==> config.mk <==
export PLATFORM = sky130hd
export DESIGN_NAME = regfile_ras_multiport_flat
export DESIGN_NICKNAME = d
export VERILOG_FILES = /design/src/rtl/regfile_ras_multiport_if.sv /design/src/rtl/regfile_ras_multiport.sv /design/src/flat_wrapper.sv
export SDC_FILE = /design/constraint.sdc
export NUM_CORES = 2
export LEC_CHECK = 0
export ABC_AREA = 0
export CORE_UTILIZATION = 35
export CTS_CLUSTER_DIAMETER = 50
export DETAILED_ROUTE_END_ITERATION = 10
export HOLD_SLACK_MARGIN = 0.05
export SYNTH_ARGS = -nofsm -noshare
export SYNTH_HDL_FRONTEND = slang
export SYNTH_SLANG_ARGS = --single-unit
==> constraint.sdc <==
create_clock -name clk_i -period 5.6 [get_ports clk_i]
set_clock_uncertainty 0.2 [all_clocks]
set_input_delay 1.4 -clock clk_i [delete_from_list [all_inputs] [get_ports clk_i]]
set_output_delay 1.4 -clock clk_i [all_outputs]
set_load 0.1 [all_outputs]
==> src/rtl/regfile_ras_multiport_if.sv <==
// Decode/execute-facing bundle for the register file and return-address stack.
// Port-style names are kept so signals trace directly to the block's pin list.
interface regfile_ras_multiport_if #(
    parameter int XLEN       = 32,
    parameter int REG_BITS   = 5,
    parameter int READ_PORTS = 2
);
    logic                         write_i;
    logic [REG_BITS-1:0]          rd_addr_i;
    logic [XLEN-1:0]              data_i;
    logic [READ_PORTS*REG_BITS-1:0] rs_addr_i;
    logic [READ_PORTS*XLEN-1:0]   rs_data_o;
    logic [XLEN-1:0]              pc_i;
    logic                         push_ras_i;
    logic                         pop_ras_i;
    logic [XLEN-1:0]              ras_o;
    logic                         ras_valid_o;
    logic                         overflow_o;
    logic                         underflow_o;

    modport master (
        output write_i, rd_addr_i, data_i, rs_addr_i, pc_i, push_ras_i, pop_ras_i,
        input  rs_data_o, ras_o, ras_valid_o, overflow_o, underflow_o
    );

    modport slave (
        input  write_i, rd_addr_i, data_i, rs_addr_i, pc_i, push_ras_i, pop_ras_i,
        output rs_data_o, ras_o, ras_valid_o, overflow_o, underflow_o
    );
endinterface

==> src/rtl/regfile_ras_multiport.sv <==
// Integer register file (N read ports, 1 write port, optional write bypass)
// with a circular return-address stack and sticky overflow/underflow flags.
module regfile_ras_multiport #(
    parameter int XLEN       = 32,
    parameter int REG_BITS   = 5,
    parameter int READ_PORTS = 2,
    parameter int RAS_BITS   = 4,
    parameter bit BYPASS     = 1'b1
) (
    input  logic clk_i,
    input  logic rst_i,
    regfile_ras_multiport_if.slave bus
);
    localparam int NREG      = 1 << REG_BITS;
    localparam int RAS_DEPTH = 1 << RAS_BITS;
    localparam logic [RAS_BITS:0] RAS_FULL = {1'b1, {RAS_BITS{1'b0}}};

    logic [XLEN-1:0]            regs_q [NREG];
    logic [NREG-1:0]            valid_q, valid_d;
    logic [READ_PORTS*XLEN-1:0] rs_data_q, rs_data_d;

    logic [XLEN-1:0]     ras_q [RAS_DEPTH];
    logic [RAS_BITS-1:0] tp_q, tp_d;
    logic [RAS_BITS:0]   cnt_q, cnt_d;
    logic                ovf_q, ovf_d;
    logic                unf_q, unf_d;
    logic                ras_we;
    logic [RAS_BITS-1:0] ras_waddr;
    logic [XLEN-1:0]     ret_addr;
    logic                wr_en;
    logic                ras_empty;

    assign wr_en     = bus.write_i && (bus.rd_addr_i != '0);
    assign ret_addr  = bus.pc_i + XLEN'(4);
    assign ras_empty = (cnt_q == '0);

    always_comb begin
        valid_d = valid_q;
        if (wr_en) begin
            valid_d[bus.rd_addr_i] = 1'b1;
        end
    end

    // Invalid registers read as zero, which also keeps x0 at zero forever.
    always_comb begin
        rs_data_d = '0;
        for (int p = 0; p < READ_PORTS; p++) begin
            if (BYPASS && wr_en && (bus.rs_addr_i[p*REG_BITS +: REG_BITS] == bus.rd_addr_i)) begin
                rs_data_d[p*XLEN +: XLEN] = bus.data_i;
            end else if (valid_q[bus.rs_addr_i[p*REG_BITS +: REG_BITS]]) begin
                rs_data_d[p*XLEN +: XLEN] = regs_q[bus.rs_addr_i[p*REG_BITS +: REG_BITS]];
            end
        end
    end

    always_comb begin
        tp_d      = tp_q;
        cnt_d     = cnt_q;
        ovf_d     = ovf_q;
        unf_d     = unf_q;
        ras_we    = 1'b0;
        ras_waddr = tp_q + RAS_BITS'(1);
        if (bus.push_ras_i && bus.pop_ras_i && !ras_empty) begin
            // Tail call: replace the current return target in place.
            ras_we    = 1'b1;
            ras_waddr = tp_q;
        end else if (bus.push_ras_i) begin
            ras_we = 1'b1;
            tp_d   = tp_q + RAS_BITS'(1);
            if (cnt_q == RAS_FULL) begin
                ovf_d = 1'b1;
            end else begin
                cnt_d = cnt_q + (RAS_BITS+1)'(1);
            end
        end else if (bus.pop_ras_i) begin
            if (ras_empty) begin
                unf_d = 1'b1;
            end else begin
                tp_d  = tp_q - RAS_BITS'(1);
                cnt_d = cnt_q - (RAS_BITS+1)'(1);
            end
        end
    end

    always_ff @(posedge clk_i) begin
        if (rst_i) begin
            valid_q   <= '0;
            rs_data_q <= '0;
            tp_q      <= '0;
            cnt_q     <= '0;
            ovf_q     <= 1'b0;
            unf_q     <= 1'b0;
        end else begin
            valid_q   <= valid_d;
            rs_data_q <= rs_data_d;
            tp_q      <= tp_d;
            cnt_q     <= cnt_d;
            ovf_q     <= ovf_d;
            unf_q     <= unf_d;
        end
    end

    always_ff @(posedge clk_i) begin
        if (!rst_i && wr_en) begin
            regs_q[bus.rd_addr_i] <= bus.data_i;
        end
        if (!rst_i && ras_we) begin
            ras_q[ras_waddr] <= ret_addr;
        end
    end

    assign bus.rs_data_o   = rs_data_q;
    assign bus.ras_o       = ras_empty ? '0 : ras_q[tp_q];
    assign bus.ras_valid_o = !ras_empty;
    assign bus.overflow_o  = ovf_q;
    assign bus.underflow_o = unf_q;
endmodule

==> src/flat_wrapper.sv <==
// flat-port wrapper written by rule: the top's interface ports become plain ports
module regfile_ras_multiport_flat 
#(
    parameter int XLEN       = 32,
    parameter int REG_BITS   = 5,
    parameter int READ_PORTS = 2,
    parameter int RAS_BITS   = 4,
    parameter bit BYPASS     = 1'b1
)
  (clk_i, rst_i, bus_write_i, bus_rd_addr_i, bus_data_i, bus_rs_addr_i, bus_pc_i, bus_push_ras_i, bus_pop_ras_i, bus_rs_data_o, bus_ras_o, bus_ras_valid_o, bus_overflow_o, bus_underflow_o);
  regfile_ras_multiport_if #(.XLEN(XLEN), .REG_BITS(REG_BITS), .READ_PORTS(READ_PORTS)) bus_i ();
  input  logic clk_i;
  input  logic rst_i;
  input wire logic [$bits(bus_i.write_i)-1:0] bus_write_i;
  input wire logic [$bits(bus_i.rd_addr_i)-1:0] bus_rd_addr_i;
  input wire logic [$bits(bus_i.data_i)-1:0] bus_data_i;
  input wire logic [$bits(bus_i.rs_addr_i)-1:0] bus_rs_addr_i;
  input wire logic [$bits(bus_i.pc_i)-1:0] bus_pc_i;
  input wire logic [$bits(bus_i.push_ras_i)-1:0] bus_push_ras_i;
  input wire logic [$bits(bus_i.pop_ras_i)-1:0] bus_pop_ras_i;
  output wire logic [$bits(bus_i.rs_data_o)-1:0] bus_rs_data_o;
  output wire logic [$bits(bus_i.ras_o)-1:0] bus_ras_o;
  output wire logic [$bits(bus_i.ras_valid_o)-1:0] bus_ras_valid_o;
  output wire logic [$bits(bus_i.overflow_o)-1:0] bus_overflow_o;
  output wire logic [$bits(bus_i.underflow_o)-1:0] bus_underflow_o;
  assign bus_i.write_i = bus_write_i;
  assign bus_i.rd_addr_i = bus_rd_addr_i;
  assign bus_i.data_i = bus_data_i;
  assign bus_i.rs_addr_i = bus_rs_addr_i;
  assign bus_i.pc_i = bus_pc_i;
  assign bus_i.push_ras_i = bus_push_ras_i;
  assign bus_i.pop_ras_i = bus_pop_ras_i;
  assign bus_rs_data_o = bus_i.rs_data_o;
  assign bus_ras_o = bus_i.ras_o;
  assign bus_ras_valid_o = bus_i.ras_valid_o;
  assign bus_overflow_o = bus_i.overflow_o;
  assign bus_underflow_o = bus_i.underflow_o;
  regfile_ras_multiport #(.XLEN(XLEN), .REG_BITS(REG_BITS), .READ_PORTS(READ_PORTS), .RAS_BITS(RAS_BITS), .BYPASS(BYPASS)) u_core (.clk_i(clk_i), .rst_i(rst_i), .bus(bus_i));
endmodule
==> results.sh <==
export IMPL_clock_latency_ns=0.86
export IMPL_synth_compound_area_share=0.0472
export IMPL_rows=166
export IMPL_layout_nets=4449
export IMPL_path_max_fanout=26
export IMPL_first_iter_violations=4037
export IMPL_place_congestion=0.815
export IMPL_synth_edff_count=1536
export IMPL_place_ws_ns=0.781
export IMPL_rsz0062_at_grt="false"
export IMPL_drv_cap=0
export IMPL_synth_top_family_by_area="multiplexers"
export IMPL_start_util=0.353
export IMPL_finalMaxSlewViolations=0
export IMPL_antenna_found_initial=13
export IMPL_numCtsBuffers=188
export IMPL_synth_simple_area_share=0.0368
export IMPL_path_clk_slew_ns=0.06
export IMPL_synth_area_per_cell_um2=17.9
export IMPL_tightest_slew_ns=1.32
export IMPL_grtUsageTotal=0.204
export IMPL_synth_common_cells="1,536 x edfxtp_1, 472 x mux4_2, 373 x mux2i_1, 218 x o22ai_1, 151 x clkbuf_1"
export IMPL_nFillCells=18000
export IMPL_cts_max_path_buffers=3
export IMPL_fp_coreArea_um2=205000
export IMPL_synth_distinct_cells=55
export IMPL_finalCritPeriodShare=0.970
export IMPL_power_frac_seq=0.427
export IMPL_synth_top_cells_by_area="edfxtp_1 64%, mux4_2 15%, mux2i_1 5.2%"
export IMPL_synthMuxAreaShare=0.220
export IMPL_power_frac_comb=0.204
export IMPL_synthCells=4047
export IMPL_clock_sinks=1647
export IMPL_setup_tns_ns=0
export IMPL_arrival_ns=3.83
export IMPL_die_x_um=457
export IMPL_syn_area_um2=72400
export IMPL_multi_input_area_um2=23100
export IMPL_instances_no_fill=7215
export IMPL_cts_max_level=4
export IMPL_fin_area_um2=85100
export IMPL_p_per_area_nw_per_um2=387
export IMPL_ant_nets=0
export IMPL_dp_hpwl_mm=122
export IMPL_synth_top_area_share=0.638
export IMPL_finish_utilization=0.415
export IMPL_clkPwrFrac=0.369
export IMPL_routed_wl_mm=216
export IMPL_worstSetupEndpointType="primary output"
export IMPL_worst_slack_ns=0.169
export IMPL_finalPower_mw=32.9
export IMPL_p_leak_nw=27.3
export IMPL_holdBufCountCts=0
export IMPL_die_h_um=457
export IMPL_port_buffers=182
export IMPL_fmax_mhz=184
export IMPL_maxSlewHeadroom=0.114
export IMPL_ys_seq_area_frac=0.668
export IMPL_synth_xor_area_frac=0.00557
export IMPL_drc=0
export IMPL_cts_tree="done"
export IMPL_synth_adder_area_share=0.00131
export IMPL_startpoint_type="flop"
export IMPL_die_area_um2=209000
export IMPL_crit_type="reg -> out"
export IMPL_async_reset_ff_frac=0
export IMPL_setup_viol=0
export IMPL_synth_seq_cells=1647
export IMPL_grt_ovfl_total=0
export IMPL_first_pass_iters=5
export IMPL_ios=183
export IMPL_place_area_um2=78800
export IMPL_yosysWarnings=0
export IMPL_whs_ns=0.281
export IMPL_dp_cells=6855
export IMPL_status="finished, final reports clean"
export IMPL_wire_per_inst_um=29.9
export IMPL_power_switching_mw=9.91
export IMPL_finalHoldViolCount=0
export IMPL_p_int_mw=23.0
export IMPL_grt_pass1_vias=42600
export IMPL_synth_most_common_cell="edfxtp_1"
export IMPL_synth_top_area_cell="edfxtp_1"
export IMPL_viasPerCell=5.73
export IMPL_power_switching_share=0.301
export IMPL_drive_gt1_frac=0.271
export IMPL_min_path_type="reg -> reg"
export IMPL_cp_data_required_time_ns=4.00
export IMPL_clock_root_buffer="clkbuf_16"
export IMPL_area_delta_synth_final_pct=17.6
export IMPL_grt_max_degree=96
export IMPL_post_cts_buffers=0
export IMPL_seq_area_um2=48400
export IMPL_min_period_ns=5.43
export IMPL_grt_pass1_wl_mm=307
export IMPL_vias=41400
export IMPL_peakVddDrop_uv=635
export IMPL_synth_top_flop_cell="edfxtp_1"
-- worst paths after layout --
check / from / cells after the start / to / slack (ns)
hold / removal: u_core.bus.overflow_o$_SDFFE_PP0P_ / 1 / u_core.bus.overflow_o$_SDFFE_PP0P_ / 0.28
setup reg to reg: u_core.cnt_q[1]$_SDFFE_PP0P_ / 7 / u_core.ras_q[14][24]$_DFFE_PP_ / 1.75
hold reg to reg: u_core.bus.overflow_o$_SDFFE_PP0P_ / 1 / u_core.bus.overflow_o$_SDFFE_PP0P_ / 0.28
setup / recovery: flop / 4 / bus_ras_o[0] / 0.17
-- layout make-up --
class / instances / share of cell area
clock buffer: 230 / 0.0587
clock inverter: 123 / 0.0143
sequential: 1647 / 0.568
tap: 2688 / 0.0395
inverter: 42 / 0.00185
antenna: 6 / 0.000176
timing repair buffer: 389 / 0.0464
multi-input combinational: 2090 / 0.271
-- cell families (layout without fill, tap and decap cells) --
group | count (synthesis) | after routing
mux | 983 | 983
buf+inv | 341 | 784
flops | 1647 | 1647
fa+ha+maj | 7 | 7
other cells | 1 | 38
xor+xnor | 46 | 46
simple gates | 519 | 519
compound gates | 503 | 503
-- critical path, stage by stage (launching register included) --
cell	delay [ns]
dfxtp_4	0.72
mux4_2	0.62
mux4_2	0.49
nor2b_1	0.16
clkdlybuf4s50_1	0.99
-- power groups by stage --
| stage | clock [mW] | combinational, mW | sequential (mW) |
|---|---|---|---|
| floorplan | 0 | 4.84 | 14.3 |
| global placement | 0 | 6.71 | 14.3 |
| detailed placement | 0 | 6.74 | 14.3 |
| CTS | 12.3 | 6.75 | 14.1 |
| global route | 12.8 | 7.03 | 14.1 |
| finish | 12.1 | 6.71 | 14.1 |
-- sequential cells by signal, indices dropped and copies added (netlist names), named ones only --
signal	flops
u_core.tp_q	4
u_core.bus.overflow_o	1
u_core.regs_q	1024
u_core.valid_q	32
u_core.bus.underflow_o	1
u_core.ras_q	512
u_core.cnt_q	5
u_core.bus.rs_data_o	64
-- cells in the final DEF, fill, tap and decap left out, drive strengths merged, types with 32 or more instances in the layout --
cell type         n
a211oi           54
a21oi            38
a22o             52
a22oi            51
buf             242
clkbuf          231
clkdlybuf4s50   146
clkinv           84
conb             32
dfxtp           111
edfxtp         1536
inv              55
mux2            137
mux2i           374
mux4            472
nand2            72
nand2b           42
nor2            136
nor2b           122
nor3             63
o21ai            45
o22ai           218
-- layer usage --
| metal | GRT usage | wire, um | vias up |
|---|---|---|---|
| li1 | - | - | 17300 |
| met1 | 0.254 | 83700 | 21800 |
| met2 | 0.347 | 108000 | 1753 |
| met3 | 0.0353 | 14800 | 427 |
| met4 | 0.0900 | 9400 | 14 |
| met5 | 0 | 84 | - |
-- repair_timing --
item,4_1_cts,5_1_grt
hold endpoints to repair,0,0
setup endpoints to repair,0,13
resized for setup,0,1
(Power assumes the default switching activity.)
